`config.mk`:
```
export PLATFORM = sky130hd
export DESIGN_NAME = mac_ctrl
export DESIGN_NICKNAME = d
export VERILOG_FILES = /design/src/rtl/mac_pkg.sv /design/src/rtl/mac_acc.sv /design/src/rtl/mac_ctrl.sv
export SDC_FILE = /design/constraint.sdc
export NUM_CORES = 1
export LEC_CHECK = 0
export CORE_MARGIN = 2
export CORE_UTILIZATION = 40
export CTS_CLUSTER_DIAMETER = 200
export DETAILED_ROUTE_END_ITERATION = 6
export GPL_TIMING_DRIVEN = 0
export HOLD_SLACK_MARGIN = 0.1
export PLACE_DENSITY = 0.66
export SLEW_MARGIN = 25
export SYNTH_ARGS = -nofsm -noshare
export SYNTH_HDL_FRONTEND = slang
export SYNTH_SLANG_ARGS = --single-unit
export TNS_END_PERCENT = 50
```
`constraint.sdc`:
```
create_clock -name clk -period 7.3 [get_ports clk]
set_clock_uncertainty 0.2 [all_clocks]
set_input_delay 1.46 -clock clk [delete_from_list [all_inputs] [get_ports clk]]
set_output_delay 1.46 -clock clk [all_outputs]
set_load 0.02 [all_outputs]
```
`src/rtl/mac_pkg.sv`:
```
// Shared types and defaults for the multiply-accumulate sequencer.
package mac_pkg;

  typedef enum logic [2:0] {
    StIdle,
    StIssue,
    StBusy,
    StAcc,
    StOut
  } state_e;

  localparam int unsigned DefW    = 4;
  localparam int unsigned DefAccW = 12;

  // The accumulator must hold at least one full-width product.
  function automatic bit acc_w_ok(input int unsigned w, input int unsigned acc_w);
    return acc_w >= 2 * w;
  endfunction

  localparam bit DefWidthOk = acc_w_ok(DefW, DefAccW);

endpackage

```
`src/rtl/mac_acc.sv`:
```
// Wide accumulator with carry-out detection and a sticky overflow bit.
module mac_acc #(
  parameter int unsigned PROD_W = 8,
  parameter int unsigned ACC_W  = 12
) (
  input  logic              clk,
  input  logic              rst,
  input  logic              add_en,
  input  logic              clr,
  input  logic [PROD_W-1:0] prod,
  output logic [ACC_W-1:0]  sum,
  output logic              ovf
);

  logic [ACC_W:0] sum_ext;

  // Extra top bit of the add is the carry out of the accumulator
  always_comb begin
    sum_ext = {1'b0, sum} + (ACC_W+1)'(prod);
  end

  // Clear wins over add; overflow only ever sets until cleared
  always_ff @(posedge clk or posedge rst) begin
    if (rst) begin
      sum <= '0;
      ovf <= 1'b0;
    end else if (clr) begin
      sum <= '0;
      ovf <= 1'b0;
    end else if (add_en) begin
      sum <= sum_ext[ACC_W-1:0];
      ovf <= ovf | sum_ext[ACC_W];
    end
  end

endmodule

```
`src/rtl/mac_ctrl.sv`:
```
// Multiply-accumulate sequencer: feeds operand pairs to `mul`, accumulates the
// products and presents the sum when the pair tagged last completes.
module mac_ctrl
  import mac_pkg::*;
#(
  parameter int unsigned W     = DefW,
  parameter int unsigned ACC_W = DefAccW
) (
  input  logic             clk,
  input  logic             rst,
  input  logic             in_valid,
  output logic             in_ready,
  input  logic [W-1:0]     in_m,
  input  logic [W-1:0]     in_r,
  input  logic             in_last,
  output logic [W-1:0]     mul_m,
  output logic [W-1:0]     mul_r,
  output logic             mul_start,
  input  logic [2*W-1:0]   mul_prod,
  input  logic             mul_done,
  output logic             out_valid,
  input  logic             out_ready,
  output logic [ACC_W-1:0] out_acc,
  output logic             out_ovf
);

  if (!acc_w_ok(W, ACC_W)) begin : g_width_check
    $error("mac_ctrl: ACC_W must be at least 2*W");
  end

  state_e state;
  logic   last_q;
  logic   add_en;
  logic   clr;

  // Accumulator strobes decoded from the current state
  always_comb begin
    add_en = (state == StAcc);
    clr    = (state == StOut) && out_ready;
  end

  // Sequencer with registered handshake outputs and operand latches
  always_ff @(posedge clk or posedge rst) begin
    if (rst) begin
      state     <= StIdle;
      in_ready  <= 1'b0;
      mul_start <= 1'b0;
      mul_m     <= '0;
      mul_r     <= '0;
      last_q    <= 1'b0;
      out_valid <= 1'b0;
    end else begin
      unique case (state)
        StIdle: begin
          if (in_valid && in_ready) begin
            mul_m     <= in_m;
            mul_r     <= in_r;
            last_q    <= in_last;
            in_ready  <= 1'b0;
            mul_start <= 1'b1;
            state     <= StIssue;
          end else begin
            in_ready <= 1'b1;
          end
        end
        // Hold start until the multiplier shows it has left its done state
        StIssue: begin
          if (!mul_done) begin
            mul_start <= 1'b0;
            state     <= StBusy;
          end
        end
        StBusy: begin
          if (mul_done) begin
            state <= StAcc;
          end
        end
        StAcc: begin
          if (last_q) begin
            out_valid <= 1'b1;
            state     <= StOut;
          end else begin
            in_ready <= 1'b1;
            state    <= StIdle;
          end
        end
        StOut: begin
          if (out_ready) begin
            out_valid <= 1'b0;
            in_ready  <= 1'b1;
            state     <= StIdle;
          end
        end
        default: state <= StIdle;
      endcase
    end
  end

  mac_acc #(
    .PROD_W(2 * W),
    .ACC_W (ACC_W)
  ) u_acc (
    .clk   (clk),
    .rst   (rst),
    .add_en(add_en),
    .clr   (clr),
    .prod  (mul_prod),
    .sum   (out_acc),
    .ovf   (out_ovf)
  );

endmodule

```
# ---- Yosys cells after proc, flatten, opt, wreduce, memory -nomap -nowiden
# Cells that the tools add are included.
dict set report word_totals {
  reg_bits 28
  latchBits 0
  ramBits 0
  mem_bits_ro 0
  out_inout_bits 24
  wordCells 53
  n_memories 0
}
dict set report op_classes {
  add_sub_neg 1
  multipliers 0
  n_div 0
  order_cmp 0
  n_eq_ne 10
  n_shift 0
  muxes 20
  bitwise_logic 1
  n_reduce_logical 12
}
# cell n
set ops {}
lappend ops {{$mux 12} 2}
lappend ops {{$mux 3} 5}
lappend ops {{$pmux 3 s5} 1}
lappend ops {{$add 12x8->13} 1}
lappend ops {{$ne 2x2->1 const B} 6}
lappend ops {{$mux 1} 9}
lappend ops {{$reduce_and 3->1} 3}
lappend ops {{$eq 3x2->1 const B} 2}
lappend ops {{$reduce_bool 2->1} 3}
lappend ops {{$pmux 1 s2} 2}
lappend ops {{$reduce_and 4->1} 1}
lappend ops {{$eq 3x1->1 const B} 1}
lappend ops {{$eq 3x3->1 const B} 1}
lappend ops {{$logic_not 3->1} 1}
lappend ops {{$pmux 1 s3} 1}
lappend ops {{$reduce_bool 3->1} 1}
lappend ops {{$logic_and 1x1->1} 2}
lappend ops {{$reduce_and 2->1} 1}
lappend ops {{$or 1x1->1} 1}

# ---- Depth between registers and ports, before layout
# Gate-level depths: netlist of the first run.
dict set report logic_depth {
  depth_word 4
  mapped_depth 7
  depth_no_buf 7
}

# ---- Cells and area by module
# Synthesis of the first run repeated with hierarchy kept, for this count alone.
dict set report hier_totals {
  cells_unflattened 148
  area_unflattened_um2 1614.0
}
# mod n_inst cells_per_inst area_each_um2 seq_area_each_um2
set by_module_without_submodules {}
lappend by_module_without_submodules {mac_acc 1 100 949.7 325.3}
lappend by_module_without_submodules {mac_ctrl 1 48 664.4 375.4}

# ---- Worst setup path after synthesis of the first run
# No wires, ideal clock.
dict set report synth_path {
  path_type {input to register}
  start {in mul_prod[0]}
  end {reg u_acc.ovf}
  setup_time_ps 122
  t_arrival_ps 3074
  required_time_ps 6978
  slack_ps 3905
  path_stages 6
  path_cell_list {ha_1 -> fa_1 -> a211o_1 -> a211oi_1 -> o31ai_4 -> a32o_1}
}
dict set report synth_via {
  elab_chain_cells 4
}
# element line
set synth_lines {}
lappend synth_lines {{from (decl)} mac_ctrl.sv:19} ;# input logic [2*W-1:0] mul_prod,
lappend synth_lines {{$add 12x8->13} mac_acc.sv:19} ;# sum_ext = {1'b0, sum} + (ACC_W+1)'(prod);
lappend synth_lines {{$or 1x1->1} mac_acc.sv:32} ;# ovf <= ovf | sum_ext[ACC_W];
lappend synth_lines {{$mux 1} mac_acc.sv:30} ;# end else if (add_en) begin
lappend synth_lines {{$mux 1} mac_acc.sv:27} ;# end else if (clr) begin
lappend synth_lines {{to (signal assigned)} mac_acc.sv:32}
lappend synth_lines {{to (decl)} mac_acc.sv:12} ;# output logic ovf
# No other way between the ends. The select of a mux whose other input is x is not followed.
# A chain may end at the register's enable or synchronous reset.

# ---- Worst setup path after layout of the first run
dict set report layout_path {
  start {in mul_prod[0]}
  end {reg u_acc.sum[10]}
}
dict set report layout_via {
  elab_chain_cells 3
}
# element line
set layout_lines {}
lappend layout_lines {{$add 12x8->13} mac_acc.sv:19}
lappend layout_lines {{$mux 12} mac_acc.sv:30}
lappend layout_lines {{$mux 12} mac_acc.sv:27}
lappend layout_lines {{to (signal assigned)} mac_acc.sv:31} ;# sum <= sum_ext[ACC_W-1:0];
lappend layout_lines {{to (decl)} mac_acc.sv:11} ;# output logic [ACC_W-1:0] sum,
# No other way between the ends. The select of a mux whose other input is x is not followed.

==> results.py, run 1 <==
metrics = {
    "status": {
        "status": "complete, no violations",
    },
    "synthesis": {
        "seq_area_frac_synth": 0.440,
        "synth_edf_count": 0,
        "synth_seq_cells": 28,
        "ys.flop_type": "dfrtp_1",
        "yosysWarnings": 0,
        "synthCells": 145,
        "synthArstFlopShare": 1.00,
        "synth_nets": 176,
        "syn_avg_cell_area_sq_um": 11.0,
        "synth_area_sq_mm": 0.00159,
        "synthDistinctLibCells": 47,
    },
    "power_and_ir_drop": {
        "ir_worst_vdd_v": 0.000193,
        "p_leak_nw": 0.912,
        "powerDensity_mw_per_mm2": 391,
    },
    "placement": {
        "port_buffers": 45,
        "hpwl_um": 2620,
        "gp_congestion": 0.840,
    },
    "hold_path": {
        "hold_path_startpoint": "mul_r[0]",
        "hold_path.class": "flip-flop to flip-flop",
    },
    "drt": {
        "first_pass_iters": 5,
        "viasPerCell": 5.46,
        "drc_errors": 0,
        "vias": 1322,
        "dr.first_iter.drc_count": 50,
        "wl_per_cell_um": 14.5,
        "routed_wl_um": 3520,
        "ant_nets": 0,
    },
    "die": {
        "dieArea_sq_mm": 0.00450,
        "fp-row-count": 22,
        "core_sq_mm": 0.00374,
        "die_h_um": 67.1,
        "start_util": 0.425,
        "pin_count": 46,
        "die_x_um": 67.1,
    },
    "global_routing": {
        "antenna_found_initial": 0,
        "grt_pass1_vias": 1349,
        "grt_max_degree": 29,
        "grt_util_all_layers": 0.175,
        "grt_first_pass_wirelength_um": 6000,
        "overflow": 0,
    },
    "setup_path": {
        "slowest_delay_ns": 0.44,
        "crit_required_ns": 7.30,
        "criticalPathCategory": "primary input to flip-flop",
        "cp-start-kind": "primary input",
        "crit_path_max_fanout": 3,
        "worstSetupEndpointType": "flip-flop",
        "slowest_stage": "fa_1",
        "crit_path_start": "mul_prod[0]",
        "worstPathArrival_ns": 3.65,
        "worstPathCellList": "clkdlybuf4s50_1, ha_1, fa_1, a211o_1, a211oi_1, o31ai_4, nand3_1, mux2i_1",
        "r2r_start": "u_acc.sum[0]",
    },
    "layout": {
        "nets": 226,
        "final_common_cell": "clkdlybuf4s50_1",
        "diodes": 0,
        "final_cell_mix": "clkdlybuf4s50_1 (45), dfrtp_1 (28), nor2_1 (11), a21oi_1 (8), ha_1 (8)",
        "fillers": 342,
        "drive_gt1_frac": 0.103,
        "synthToLayoutAreaGrowth_pct": 35.5,
    },
    "timing": {
        "tightestPinTransition_ns": 0.592,
        "max_freq_mhz": 274,
        "rsz0062_at_grt": "no",
        "finalCriticalPeriod_ns": 3.65,
        "worst_slew_margin_rel": 0.603,
        "hold_viol": 0,
        "holdWs_ns": 0.299,
        "slew_violations": 0,
        "setup_violations": 0,
        "fin_tns_setup_ns": 0,
        "min_period_over_period": 0.501,
    },
    "clock_tree": {
        "cts_buffers": 3,
        "insertion_delay_ns": 0.27,
        "cts_sinks": 28,
        "clk_root_buffer_cell": "clkbuf_8",
        "cts_hold_buf": 0,
        "clk_pin_slew_worst_paths_ns": 0.10,
        "h-tree-depth": 1,
        "cts_tree": "done",
        "cts.path.max_buffers": 2,
        "cts.repair.resized": 0,
        "post-cts-setup-buffers": 0,
    },
    "job": {
        "maxCapViolations": 0,
    },
}
==> cell usage after synthesis, drive strengths merged, types with 2 or more instances <==
cell,number,area (sq um)
a211oi,3,22.5
a21o,2,15.0
a21oi,8,40.0
a22o,7,61.3
a31oi,3,33.8
and3,3,18.8
buf,3,21.3
dfrtp,28,701
ha,8,100
inv,3,11.3
mux2,9,101
mux2i,2,20.0
nand2,8,37.5
nand3,5,25.0
nand3b,2,15.0
nor2,11,41.3
nor3,4,20.0
nor4,2,27.5
o21ai,6,30.0
o21bai,2,15.0
o31ai,2,28.8
xnor2,4,35.0
xor2,2,17.5
==> metal layers <==
metal	vias to the layer above	wire length (um)	track usage
met5	-	0	0
met4	0	20	0.0459
met3	2	202	0.0439
met2	33	1710	0.308
met1	640	1580	0.211
li1	647	-	-
==> registers in the layout (all words and copies together) (netlist names), 3 cells and up <==
name / cells
state: 3
mul_m: 4
mul_r: 4
u_acc.sum: 12
==> worst max-delay path, delay by kind of cell <==
family | cells | cell delay [ns]
muxes | 1 | 0.19
adders and majority gates | 2 | 0.68
AOI/OAI and AO/OA | 3 | 0.80
buffers and inverters | 1 | 0.41
and+or+nand+nor | 1 | 0.12
==> logic make-up after synthesis <==
logic type                 Yosys count  share of synthesized area
buffers and inverters                7                     0.0228
muxes                               11                     0.0762
and+or+nand+nor                     43                      0.156
DFF                                 28                      0.440
adders and majority gates            9                     0.0754
AOI/OAI and AO/OA                   41                      0.197
xor gates and xnor gates             6                     0.0330
==> final cells by class <==
cell class              instances  area [sq um]  area share
repair buffers                 45           450       0.209
inverters                       3          11.3     0.00522
clock buffers                   4          55.1      0.0255
multi-input cells             110           856       0.397
flip-flops and latches         28           701       0.325
well taps                      48          60.1      0.0278
plain buffers                   4          25.0      0.0116
==> power breakdown <==
| part | internal, W | switching (W) |
|---|---|---|
| Clock | 0.0000483 | 0.0000490 |
| Sequential | 0.000217 | 0.0000495 |
| Combinational | 0.000237 | 0.000243 |
| Total | 0.000503 | 0.000341 |
==> worst paths after layout <==
path                                 endpoint  slack [ns]  cells after the start
max in group asynchronous            state[1]        5.16                      2
worst min-delay path                 mul_r[0]        0.30                      1
worst max register to register  u_acc.sum[10]        4.83                      7
min in group asynchronous            mul_m[3]        1.35                      2
worst min register to register       mul_r[0]        0.30                      1
worst max-delay path            u_acc.sum[10]        3.65                      8
==> stage by stage <==
| stage | area (sq um) | utilization | power, W | std cells | setup slack (ns) |
|---|---|---|---|---|---|
| final | 2160 | 0.577 | 0.000844 | 242 | 3.65 |
| after CTS | 2160 | 0.577 | 0.000852 | 242 | 3.63 |
| after floorplan | 1590 | - | 0.000578 | 145 | 3.90 |
| after global placement | 2100 | 0.562 | 0.000739 | 238 | 3.36 |
| after detailed placement | 2100 | 0.562 | 0.000751 | 238 | 3.35 |
| after global routing | 2160 | 0.577 | 0.000910 | 242 | 3.49 |
No activity file was read; power rests on OpenSTA's default activity.
==> inputs of run 2 (changes only) <==
- clock period: 7.3 -> 3.65 ns (I/O delays scaled with it)
==> results of run 2 <==
Same layout as run 1 (identical final DEF). Status: complete, no violations.
Among the figures that moved: setup slack after placement 3.35 ns -> 0.425 ns; setup slack after layout 3.65 ns -> 0.726 ns; register-to-register setup slack 4.83 ns -> 1.18 ns; total power 0.000844 W -> 0.00169 W; worst IR drop on VDD 0.000193 V -> 0.000386 V
